[src/rtl/vga_text_write_arbiter.sv]
// Character-buffer write-port arbiter: debugger vs. FIFO-buffered CPU console, plus a clear engine.
// Optional macro VGA_ARB_DROP_CNT_EN adds the cpu_stall_cnt output (CPU back-pressure cycle counter).
module vga_text_write_arbiter #(
  parameter int          ADDR_W     = 12,
  parameter int          DATA_W     = 8,
  parameter int          FIFO_DEPTH = 4,
  parameter int          NUM_CELLS  = 2400,
  parameter logic [7:0]  CLEAR_CHAR = 8'h20
) (
  input  logic                            clk,
  input  logic                            rst,
  input  logic                            dbg_valid,
  output logic                            dbg_ready,
  input  logic [ADDR_W-1:0]               dbg_addr,
  input  logic [DATA_W-1:0]               dbg_data,
  input  logic                            cpu_valid,
  output logic                            cpu_ready,
  input  logic [ADDR_W-1:0]               cpu_addr,
  input  logic [DATA_W-1:0]               cpu_data,
  input  logic                            clr_start,
  output logic                            clr_busy,
  output logic [$clog2(FIFO_DEPTH):0]     cpu_fifo_level,
  output logic                            display_wen,
  output logic [ADDR_W-1:0]               display_w_addr,
  output logic [DATA_W-1:0]               display_w_data
`ifdef VGA_ARB_DROP_CNT_EN
  ,
  output logic [15:0]                     cpu_stall_cnt
`endif
);

  localparam int PTR_W = $clog2(FIFO_DEPTH);
  localparam int LVL_W = PTR_W + 1;

  typedef enum logic {SERVE, CLEAR} state_t;

  state_t                     state;
  logic                       rr_last;
  logic [ADDR_W-1:0]          cnt;
  logic [ADDR_W+DATA_W-1:0]   fifo_mem [FIFO_DEPTH];
  logic [PTR_W-1:0]           wr_ptr;
  logic [PTR_W-1:0]           rd_ptr;
  logic [LVL_W-1:0]           level;
  logic                       fifo_full;
  logic                       fifo_empty;
  logic                       push;
  logic                       serve_ok;
  logic                       grant_dbg;
  logic                       grant_cpu;
  logic [ADDR_W+DATA_W-1:0]   head;

  assign fifo_full      = (level == LVL_W'(FIFO_DEPTH));
  assign fifo_empty     = (level == '0);
  assign cpu_ready      = !fifo_full;
  assign cpu_fifo_level = level;
  assign push           = cpu_valid && cpu_ready;
  assign head           = fifo_mem[rd_ptr];

  // rr_last=1 means the CPU won the previous grant, so the debugger takes the next tie.
  assign serve_ok  = (state == SERVE) && !clr_start;
  assign grant_dbg = serve_ok && dbg_valid && (fifo_empty || rr_last);
  assign grant_cpu = serve_ok && !fifo_empty && (!dbg_valid || !rr_last);
  assign dbg_ready = grant_dbg;

  always_ff @(posedge clk) begin
    if (push) begin
      fifo_mem[wr_ptr] <= {cpu_addr, cpu_data};
    end
  end

  always_ff @(posedge clk or negedge rst) begin
    if (!rst) begin
      state          <= SERVE;
      rr_last        <= 1'b1;
      cnt            <= '0;
      clr_busy       <= 1'b0;
      wr_ptr         <= '0;
      rd_ptr         <= '0;
      level          <= '0;
      display_wen    <= 1'b0;
      display_w_addr <= '0;
      display_w_data <= '0;
    end else begin
      display_wen <= 1'b0;

      if (push) begin
        wr_ptr <= wr_ptr + PTR_W'(1);
      end
      if (grant_cpu) begin
        rd_ptr <= rd_ptr + PTR_W'(1);
      end
      if (push && !grant_cpu) begin
        level <= level + LVL_W'(1);
      end else if (!push && grant_cpu) begin
        level <= level - LVL_W'(1);
      end

      case (state)
        SERVE: begin
          if (clr_start) begin
            state    <= CLEAR;
            clr_busy <= 1'b1;
            cnt      <= '0;
          end else if (grant_dbg) begin
            display_wen    <= 1'b1;
            display_w_addr <= dbg_addr;
            display_w_data <= dbg_data;
            rr_last        <= 1'b0;
          end else if (grant_cpu) begin
            display_wen    <= 1'b1;
            display_w_addr <= head[ADDR_W+DATA_W-1:DATA_W];
            display_w_data <= head[DATA_W-1:0];
            rr_last        <= 1'b1;
          end
        end
        CLEAR: begin
          display_wen    <= 1'b1;
          display_w_addr <= cnt;
          display_w_data <= DATA_W'(CLEAR_CHAR);
          if (cnt == ADDR_W'(NUM_CELLS - 1)) begin
            state    <= SERVE;
            cnt      <= '0;
            clr_busy <= 1'b0;
          end else begin
            cnt <= cnt + ADDR_W'(1);
          end
        end
        default: state <= SERVE;
      endcase
    end
  end

`ifdef VGA_ARB_DROP_CNT_EN
  // Saturating count of cycles the CPU was held off by a full FIFO.
  always_ff @(posedge clk or negedge rst) begin
    if (!rst) begin
      cpu_stall_cnt <= '0;
    end else if (clr_start) begin
      cpu_stall_cnt <= '0;
    end else if (cpu_valid && !cpu_ready && (cpu_stall_cnt != 16'hFFFF)) begin
      cpu_stall_cnt <= cpu_stall_cnt + 16'd1;
    end
  end
`endif

endmodule

[config.mk]
export PLATFORM = sky130hd
export DESIGN_NAME = vga_text_write_arbiter
export DESIGN_NICKNAME = d
export VERILOG_FILES = /design/src/rtl/vga_text_write_arbiter.sv
export SDC_FILE = /design/constraint.sdc
export NUM_CORES = 1
export LEC_CHECK = 0
export ABC_AREA = 1
export BUFFER_PORTS_ARGS = -buffer_cell sky130_fd_sc_hd__buf_4
export CAP_MARGIN = 10
export CORE_MARGIN = 2
export CORE_UTILIZATION = 52
export CTS_CLUSTER_DIAMETER = 60
export DETAILED_ROUTE_END_ITERATION = 8
export PLACE_DENSITY_LB_ADDON = 0.08
export SYNTH_ARGS = -nofsm -noshare
export SYNTH_HDL_FRONTEND = slang
export SYNTH_SLANG_ARGS = --single-unit
[constraint.sdc]
create_clock -name clk -period 1.7 [get_ports clk]
set_input_delay 0.34 -clock clk [delete_from_list [all_inputs] [get_ports clk]]
set_output_delay 0.34 -clock clk [all_outputs]
set_load 0.01 [all_outputs]
==> results of run 1 <==
flip-flops by register name, summed over array words and instances, names as in the netlist:
register	flops
fifo_mem	80
cnt	12
display_w_addr	12
display_w_data	8
cpu_fifo_level	3
rd_ptr	2
wr_ptr	2
clr_busy	1
display_wen	1
rr_last	1
state	1
logic make-up after synthesis:
logic type,after synthesis,share of synthesized area [%]
compound gates,45,4.23
xor+xnor,7,1.13
fa+ha+maj,7,1.75
buf+inv,70,5.33
flops,123,63.9
simple gates,307,23.7
metal layers:
metal | vias up | global-route usage, % | part of all wire [%]
met4 | 0 | 6.48 | 0.64
met1 | 1988 | 31.1 | 43
met3 | 10 | 5.64 | 5.6
met5 | - | 0 | 0
li1 | 2087 | - | -
met2 | 113 | 38.4 | 51
cells in the final DEF, fill, tap and decap left out, types with 2 or more instances in the layout:
cell type,n
buf_6,5
clkinv_4,2
nor2_1,51
o21ai_0,27
inv_1,40
buf_12,7
clkinv_1,2
edfxtp_1,80
xor2_1,6
nand3_4,3
nand3b_1,7
nand4_1,11
nand2_4,4
buf_4,100
inv_8,2
clkbuf_16,16
nand2_1,171
inv_6,8
inv_2,2
nor2_2,4
nand3_1,53
a21oi_1,15
inv_4,5
ha_1,5
dfrtp_1,41
layout make-up:
type                            count  area (sq um)
Sequential cell                   123          3480
Tap cell                          136           170
Inverter                           48           193
Clock buffer                       17           414
Multi-Input combinational cell    366          1770
Clock inverter                     15           151
Fill cell                         766          3080
Timing Repair Buffer              114           972
power by group through the flow:
stage	clock network, mW	registers [mW]	logic, mW
final	3.43	3.81	1.32
after global routing	3.62	3.84	1.46
after CTS	3.47	3.81	1.25
after detailed placement	0	3.87	1.17
after global placement	0	3.85	1.16
after floorplan	0	3.87	0.585
what timing repair did:
item	4_1_cts	5_1_grt
hold buffers	1	0
resized for setup	7	11
setup buffers	10	9
endpoints found under the hold margin	42	0
pin swaps	5	14
endpoints found under the setup margin	2	4
gates cloned	0	0
worst max-delay path by stage:
stage / slack [ns] / cells after the start / to
2_1_floorplan: 0.01 / 11 / cpu_fifo_level[2]
3_3_place_gp: 0.07 / 10 / cpu_fifo_level[2]
3_5_place_dp: -0.0008 / 10 / cpu_fifo_level[2]
4_1_cts: -0.13 / 7 / dbg_ready
5_1_grt: -0.15 / 7 / dbg_ready
6_report: -0.08 / 7 / dbg_ready
metrics by stage:
step / util (%) / setup WS [ns] / setup TNS (ns) / instance area, sq um
6_report: 69.9 / -0.0845 / -0.0879 / 7150
5_1_grt: 69.9 / -0.147 / -0.315 / 7150
3_3_place_gp: 62.3 / 0.0657 / 0 / 6380
4_1_cts: 68.9 / -0.126 / -0.126 / 7050
2_1_floorplan: - / 0.0103 / 0 / 5520
3_5_place_dp: 62.3 / -0.000808 / -0.000808 / 6380
==> results.json, run 1 <==
{
  "avgSynthCellArea_sq_um": 9.75,
  "track_usage_pct": 23.3,
  "cap_violations": 0,
  "yosysTopAreaCell": "edfxtp_1",
  "pwr-share-seq_pct": 44.5,
  "setup_viol": 2,
  "io_pins": 72,
  "internal-power_mw": 6.24,
  "fmax_mhz": 560,
  "cts.path.max_buffers": 2,
  "num_rows": 37,
  "fin_total_pwr_mw": 8.56,
  "status": "finished, violations left",
  "layout_min_cycle_time_ns": 1.78,
  "switchingPower_mw": 2.32,
  "grt_pass1_wl_um": 20000,
  "hold_end": "fifo_mem[1][19]",
  "cts_tree": "yes",
  "numCtsBuffers": 17,
  "cp.required_ns": 1.36,
  "routed_wl_um": 12600,
  "synthesis.area_sq_um": 5450,
  "ir_worst_vdd_uv": 934,
  "layout-drive-gt1-share_pct": 24.6,
  "synth_enable_flop_cells": 80,
  "layout.cells.non_filler": 819,
  "via_per_inst": 5.13,
  "crit_type": "flop to primary output",
  "grt_max_degree": 44,
  "finalMaxSlewViolations": 0,
  "hold_ws_ns": 0.0144,
  "synth_cell_types": 27,
  "nets": 722,
  "arrival_ns": 1.44,
  "worstHoldPathCells": 1,
  "cpPeakStageDelay_ns": 0.40,
  "holdCritStartpoint": "cpu_addr[11]",
  "critPathLaunch": "state",
  "cp-end-kind": "primary output",
  "fin_ws_ns": -0.0845,
  "clk_pin_slew_ns": 0.06,
  "cts-root-buf": "clkbuf_8",
  "synth.top_cell.area_share_pct": 44.1,
  "pwr-share-clk_pct": 40.1,
  "first_pass_iters": 5,
  "htreeDepth": 4,
  "finClkSkew_ns": 0.0105,
  "synth-main-ff-cell": "edfxtp_1",
  "synth-seq-cells": 123,
  "comb_power_share_pct": 15.4,
  "synth_area_leaders": "edfxtp_1, dfrtp_1, nand2_1",
  "n_antenna_cell": 0,
  "reg2reg_from": "cpu_fifo_level[2]",
  "io_buffers": 71,
  "violations": "negative setup slack",
  "grt_pass1_vias": 4039,
  "synthCells": 559,
  "gp_congestion": 0.871,
  "start_util_pct": 53.2,
  "crit_fanout": 2,
  "reg2reg_slack_ns": 0,
  "antenna_left": 0,
  "synth.net_count": 611,
  "syn_to_final_growth_pct": 31.3,
  "antenna_found_initial": 0,
  "cellPowerDensity_nw_per_um2": 1200,
  "clock_sinks": 123,
  "slew_headroom_pct": 62.8,
  "routedWlPerCell_um": 15.3,
  "yosysSeqAreaShare_pct": 63.9,
  "synth_async_sr_flop_share_pct": 35.0,
  "fin_crit_sh_pct": 105,
  "drc": 0,
  "switching_share_pct": 27.1,
  "rr_endpoint": "cpu_fifo_level[2]",
  "dpl.hpwl_um": 8190,
  "yosysMostFrequentCell": "nand2_1",
  "worst_pin_slew_ns": 0.559,
  "r2r_cells": 11,
  "path_cells": "nor2_4 -> buf_6 -> nand2_4 -> inv_4 -> nand2_4 -> inv_4 -> buf_6",
  "fp.dieH_um": 106,
  "clk-insertion-delay-late_ns": 0.52,
  "core_area_sq_um": 10200,
  "hp-class": "primary input to flop",
  "die_area_sq_um": 11300,
  "startpoint_type": "flop",
  "yosys_warnings": 0,
  "vias": 4198,
  "hold_viol_final": 0,
  "ys_top_cells_by_count": "nand2_1, edfxtp_1, nand3_1",
  "p_leak_nw": 3.17,
  "rsz0062_at_grt": "yes",
  "placedCellCount": 768,
  "path_buf_inv": 4,
  "drtIter0Drc": 207,
  "die_w_um": 106,
  "overflow": 0,
  "cpLargestDelayFamily": "flip-flops",
  "critPathSlowestCell": "dfrtp_1"
}
No activity file was read; power rests on OpenSTA's default activity.
==> run 2, diff against run 1 <==
--- a/config.mk
+++ b/config.mk
@@ -9,7 +9,7 @@
 export BUFFER_PORTS_ARGS = -buffer_cell sky130_fd_sc_hd__buf_4
 export CAP_MARGIN = 10
 export CORE_MARGIN = 2
-export CORE_UTILIZATION = 52
+export CORE_UTILIZATION = 38
 export CTS_CLUSTER_DIAMETER = 60
 export DETAILED_ROUTE_END_ITERATION = 8
 export PLACE_DENSITY_LB_ADDON = 0.08
==> results.json, run 2 (same netlist as run 1, synthesis figures left out) <==
{
  "fin_crit_sh_pct": 100,
  "slew_headroom_pct": 61.9,
  "vias": 4059,
  "grt_max_degree": 44,
  "start_util_pct": 39.1,
  "largest-register": "fifo_mem",
  "clock_sinks": 123,
  "htreeDepth": 4,
  "io_pins": 72,
  "cts-root-buf": "clkbuf_16",
  "fin_total_pwr_mw": 8.76,
  "layout-drive-gt1-share_pct": 23.0,
  "drc": 0,
  "antenna_left": 0,
  "finalMaxSlewViolations": 0,
  "cellPowerDensity_nw_per_um2": 1230,
  "setup_viol": 1,
  "gp_congestion": 0.809,
  "track_usage_pct": 18.8,
  "layout_min_cycle_time_ns": 1.71,
  "crit_fanout": 3,
  "n_antenna_cell": 0,
  "ir_worst_vdd_uv": 803,
  "rsz0062_at_grt": "yes",
  "die_w_um": 124,
  "nets": 710,
  "crit_type": "flop to flop",
  "cts.path.max_buffers": 2,
  "violations": "negative setup slack",
  "num_rows": 43,
  "fp.dieH_um": 124,
  "grt_pass1_wl_um": 21100,
  "worst_pin_slew_ns": 0.571,
  "pre_cts_ws_ns": 0.0249,
  "fin_ws_ns": -0.00662,
  "cp-end-kind": "flop",
  "status": "finished, violations left",
  "cap_violations": 0,
  "grt_pass1_vias": 4052,
  "routed_wl_um": 13200,
  "num-fill-cells": 1279,
  "numCtsBuffers": 17,
  "drtIter0Drc": 287,
  "cts_tree": "yes",
  "routedWlPerCell_um": 15.5,
  "syn_to_final_growth_pct": 31.0,
  "largest_register_ffs": 80,
  "io_buffers": 71,
  "hp-class": "primary input to flop",
  "die_area_sq_um": 15300,
  "top_regs": "fifo_mem (80), cnt (12), display_w_addr (12)",
  "mostFrequentLayoutCells": "nand2_1, buf_4, edfxtp_1, nand3_1, nor2_1",
  "dpl.hpwl_um": 8410,
  "finClkSkew_ns": 0.00861,
  "overflow": 0,
  "arrival_ns": 2.01,
  "antenna_found_initial": 0,
  "cp.required_ns": 2.00,
  "hold_viol_final": 0,
  "p_leak_nw": 3.11,
  "final_common_cell": "nand2_1",
  "core_area_sq_um": 13900,
  "clk-insertion-delay-late_ns": 0.42,
  "fmax_mhz": 586,
  "via_per_inst": 4.77,
  "clk_pin_slew_ns": 0.06,
  "startpoint_type": "flop",
  "first_pass_iters": 4
}
-- run 2: cell types whose count changed in the layout (fill, tap and decap cells not counted), sizes merged --
cell	change
clkinv	+3
buf	-12
bufinv	+2
clkinvlp	+2
inv	-7
-- run 2: final timing paths --
path                       cells past startpoint  slack (ns)           endpoint         startpoint
max                                           10      -0.007  cpu_fifo_level[1]  cpu_fifo_level[1]
min                                            1        0.12     fifo_mem[2][7]        cpu_data[7]
max reg2reg                                   10      -0.007  cpu_fifo_level[1]  cpu_fifo_level[1]
min reg2reg                                    2        0.49  display_w_data[4]  display_w_data[4]
max in group asynchronous                      2        0.81  cpu_fifo_level[0]                rst
min in group asynchronous                      2        0.46             cnt[4]                rst
-- run 2: report_power, final --
part           internal [mW]  leakage, nW  switching [mW]
clock                   2.30        0.283            1.35
sequential              3.68         1.26           0.120
combinational          0.551         1.57           0.764
-- run 2: per-stage QoR --
stage                      TNS, ns  hold slack [ns]  instance area, sq um  instances  utilization, %
after global placement           0            0.373                  6430        812            46.2
after floorplan                  0           0.0444                  5520        559               -
after detailed placement         0            0.382                  6430        812            46.2
final                     -0.00662            0.120                  7130        851            51.2
after global routing        -0.190           0.0956                  7130        851            51.2
after CTS                 -0.00666            0.102                  7090        849            50.9
-- run 2: critical path, cell delays in order, from the launching register on --
cell and delay [ns]:
dfrtp_1 0.39, inv_2 0.09, buf_6 0.11, nand3_4 0.07, nand2_4 0.09, inv_4 0.05
ha_4 0.16, inv_4 0.06, fa_2 0.42, nor2_1 0.12, a21oi_1 0.05
-- run 2: layout make-up --
type	instances	area, sq um	share of cell area [%]
Sequential cell	123	3480	48.8
Multi-Input combinational cell	366	1770	24.9
Timing Repair Buffer	102	867	12.2
Clock buffer	17	425	5.96
Tap cell	180	225	3.16
Inverter	48	190	2.67
Clock inverter	15	173	2.42
-- run 2: what timing repair did --
action | in CTS | in global routing
pin swaps | 2 | 2
hold endpoints to repair | 42 | 0
hold buffers | 1 | 0
setup buffers | 4 | 2
resized for setup | 6 | 8
endpoints found under the setup margin | 2 | 3
-- run 2: layer usage --
metal	GRT usage [%]	up-vias	share of wire (%)
li1	-	2049	-
met1	25.0	1905	46
met2	29.2	90	47
met3	5.82	15	5.1
met4	6.39	0	1.1
met5	0	-	0
==> run 3, diff against run 2 <==
--- a/config.mk
+++ b/config.mk
@@ -12,7 +12,7 @@
 export CORE_UTILIZATION = 38
 export CTS_CLUSTER_DIAMETER = 60
 export DETAILED_ROUTE_END_ITERATION = 8
-export PLACE_DENSITY_LB_ADDON = 0.08
+export PLACE_DENSITY_LB_ADDON = 0.12
 export SYNTH_ARGS = -nofsm -noshare
 export SYNTH_HDL_FRONTEND = slang
 export SYNTH_SLANG_ARGS = --single-unit
==> results.json, run 3 (same netlist as run 1, synthesis figures left out) <==
{
  "num-fill-cells": 1283,
  "io_pins": 72,
  "pwr-share-seq_pct": 41.2,
  "worst_pin_slew_ns": 0.581,
  "clk_pin_slew_ns": 0.06,
  "drtIter0Drc": 319,
  "cap_violations": 0,
  "die_area_sq_um": 15300,
  "grt_pass1_wl_um": 21000,
  "syn_to_final_growth_pct": 32.0,
  "crit_type": "flop to primary output",
  "gp_congestion": 0.852,
  "n_antenna_cell": 0,
  "grt_max_degree": 44,
  "p_leak_nw": 3.14,
  "pwr-share-clk_pct": 44.8,
  "layout-drive-gt1-share_pct": 23.1,
  "cts.path.max_buffers": 2,
  "critPathSlowestCell": "dfrtp_2",
  "hp-class": "primary input to flop",
  "arrival_ns": 1.34,
  "first_pass_iters": 6,
  "fin_ws_ns": 0.0154,
  "pre_cts_ws_ns": -0.00658,
  "crit_fanout": 3,
  "fp.dieH_um": 124,
  "status": "complete, no violations",
  "fin_util_pct": 51.6,
  "busiest_layer": "met2",
  "numCtsBuffers": 17,
  "num_rows": 43,
  "cts-root-buf": "clkbuf_16",
  "switching_share_pct": 24.0,
  "cpLargestDelayFamily": "flip-flops",
  "mostFrequentLayoutCells": "nand2_1, buf_4, edfxtp_1, nand3_1, nor2_1",
  "internal-power_mw": 7.02,
  "routed_wl_um": 13100,
  "comb_power_share_pct": 14.0,
  "final_common_cell": "nand2_1",
  "io_buffers": 71,
  "via_per_inst": 4.83,
  "grt_use_met2_pct": 30.0,
  "vias": 4102,
  "dpl.hpwl_um": 8590,
  "startpoint_type": "flop",
  "hold_ws_ns": 0.120,
  "timing.setup.tns_ns": 0,
  "antenna_left": 0,
  "layout.cells.non_filler": 850,
  "placedCellCount": 813,
  "grt_pass1_vias": 4026,
  "top_regs": "fifo_mem (80), cnt (12), display_w_addr (12)",
  "fin_total_pwr_mw": 9.23,
  "cp.required_ns": 1.36,
  "cts_tree": "yes",
  "setup_viol": 0,
  "hold_viol_final": 0,
  "clock_sinks": 123,
  "path_buf_inv": 3,
  "largest_register_ffs": 80,
  "track_usage_pct": 18.6,
  "finClkSkew_ns": 0.00918,
  "cpPeakStageDelay_ns": 0.42,
  "clk-insertion-delay-late_ns": 0.42,
  "grt_util_met1_pct": 24.5,
  "fmax_mhz": 594,
  "path_cells": "inv_4 -> nand3_4 -> nand2_4 -> nand2_2 -> inv_2 -> buf_4",
  "largest-register": "fifo_mem",
  "nets": 709,
  "slew_headroom_pct": 61.3,
  "die_w_um": 124,
  "start_util_pct": 39.1,
  "cellPowerDensity_nw_per_um2": 1280,
  "fin_crit_sh_pct": 99.1,
  "cp-end-kind": "primary output",
  "core_area_sq_um": 13900,
  "overflow": 0,
  "drc": 0,
  "layout_min_cycle_time_ns": 1.68,
  "finalMaxSlewViolations": 0,
  "rsz0062_at_grt": "yes",
  "grt_use_met3_pct": 5.22,
  "htreeDepth": 4,
  "ir_worst_vdd_uv": 707,
  "final_cell_area_sq_um": 7190,
  "routedWlPerCell_um": 15.4,
  "switchingPower_mw": 2.21,
  "antenna_found_initial": 0,
  "place_area_sq_um": 6440
}
-- run 3: cell count changes in the layout (fill, tap and decap cells not counted), moves of 2 or more --
cell	change
bufinv_16	+3
clkinv_1	-3
nor2_4	-2
nor2_2	+2
-- run 3: per-layer routing --
layer	vias to the layer above	wire length (um)
met5	-	0
met1	1971	5910
li1	2041	-
met2	80	6430
met4	0	131
met3	10	642
-- run 3: layout make-up --
| type | count | area (sq um) | share of cell area (%) |
|---|---|---|---|
| inverters | 48 | 188 | 2.61 |
| clock inverters | 13 | 239 | 3.32 |
| repair buffers | 101 | 856 | 11.9 |
| clock buffers | 19 | 443 | 6.16 |
| well taps | 180 | 225 | 3.13 |
| flip-flops and latches | 123 | 3480 | 48.4 |
| multi-input cells | 366 | 1760 | 24.5 |
-- run 3: power groups by stage --
stage	sequential (mW)	combinational, mW	clock (mW)
6_report	3.80	1.29	4.14
5_1_grt	3.84	1.43	4.32
4_1_cts	3.80	1.28	4.19
3_5_place_dp	3.86	1.21	0
3_3_place_gp	3.85	1.21	0
2_1_floorplan	3.87	0.585	0
-- run 3: path summary, 6_finish.rpt --
check | startpoint | end | slack, ns | cells past startpoint
setup / recovery | cpu_fifo_level[0] | dbg_ready | 0.02 | 6
hold / removal | cpu_addr[1] | fifo_mem[2][9] | 0.12 | 1
setup reg to reg | cpu_fifo_level[1] | cpu_fifo_level[1] | 0.03 | 10
hold reg to reg | display_w_data[1] | display_w_data[1] | 0.48 | 2
max in group asynchronous | rst | cpu_fifo_level[0] | 0.80 | 2
min in group asynchronous | rst | clr_busy | 0.46 | 2
-- run 3: worst register-to-register path, stage by stage (launching register included) --
cell     delay (ns)
dfrtp_1        0.38
inv_2          0.10
buf_6          0.11
nand3_4        0.06
nand2_4        0.08
inv_4          0.04
ha_4           0.15
inv_4          0.05
fa_2           0.43
nor2_2         0.11
a21oi_1        0.04
-- run 3: what timing repair did --
item,4_1_cts,5_1_grt
endpoints found under the hold margin,42,0
pin swaps,2,2
setup endpoints to repair,2,3
gates resized for setup,4,5
setup buffers,4,0
hold buffers,1,0
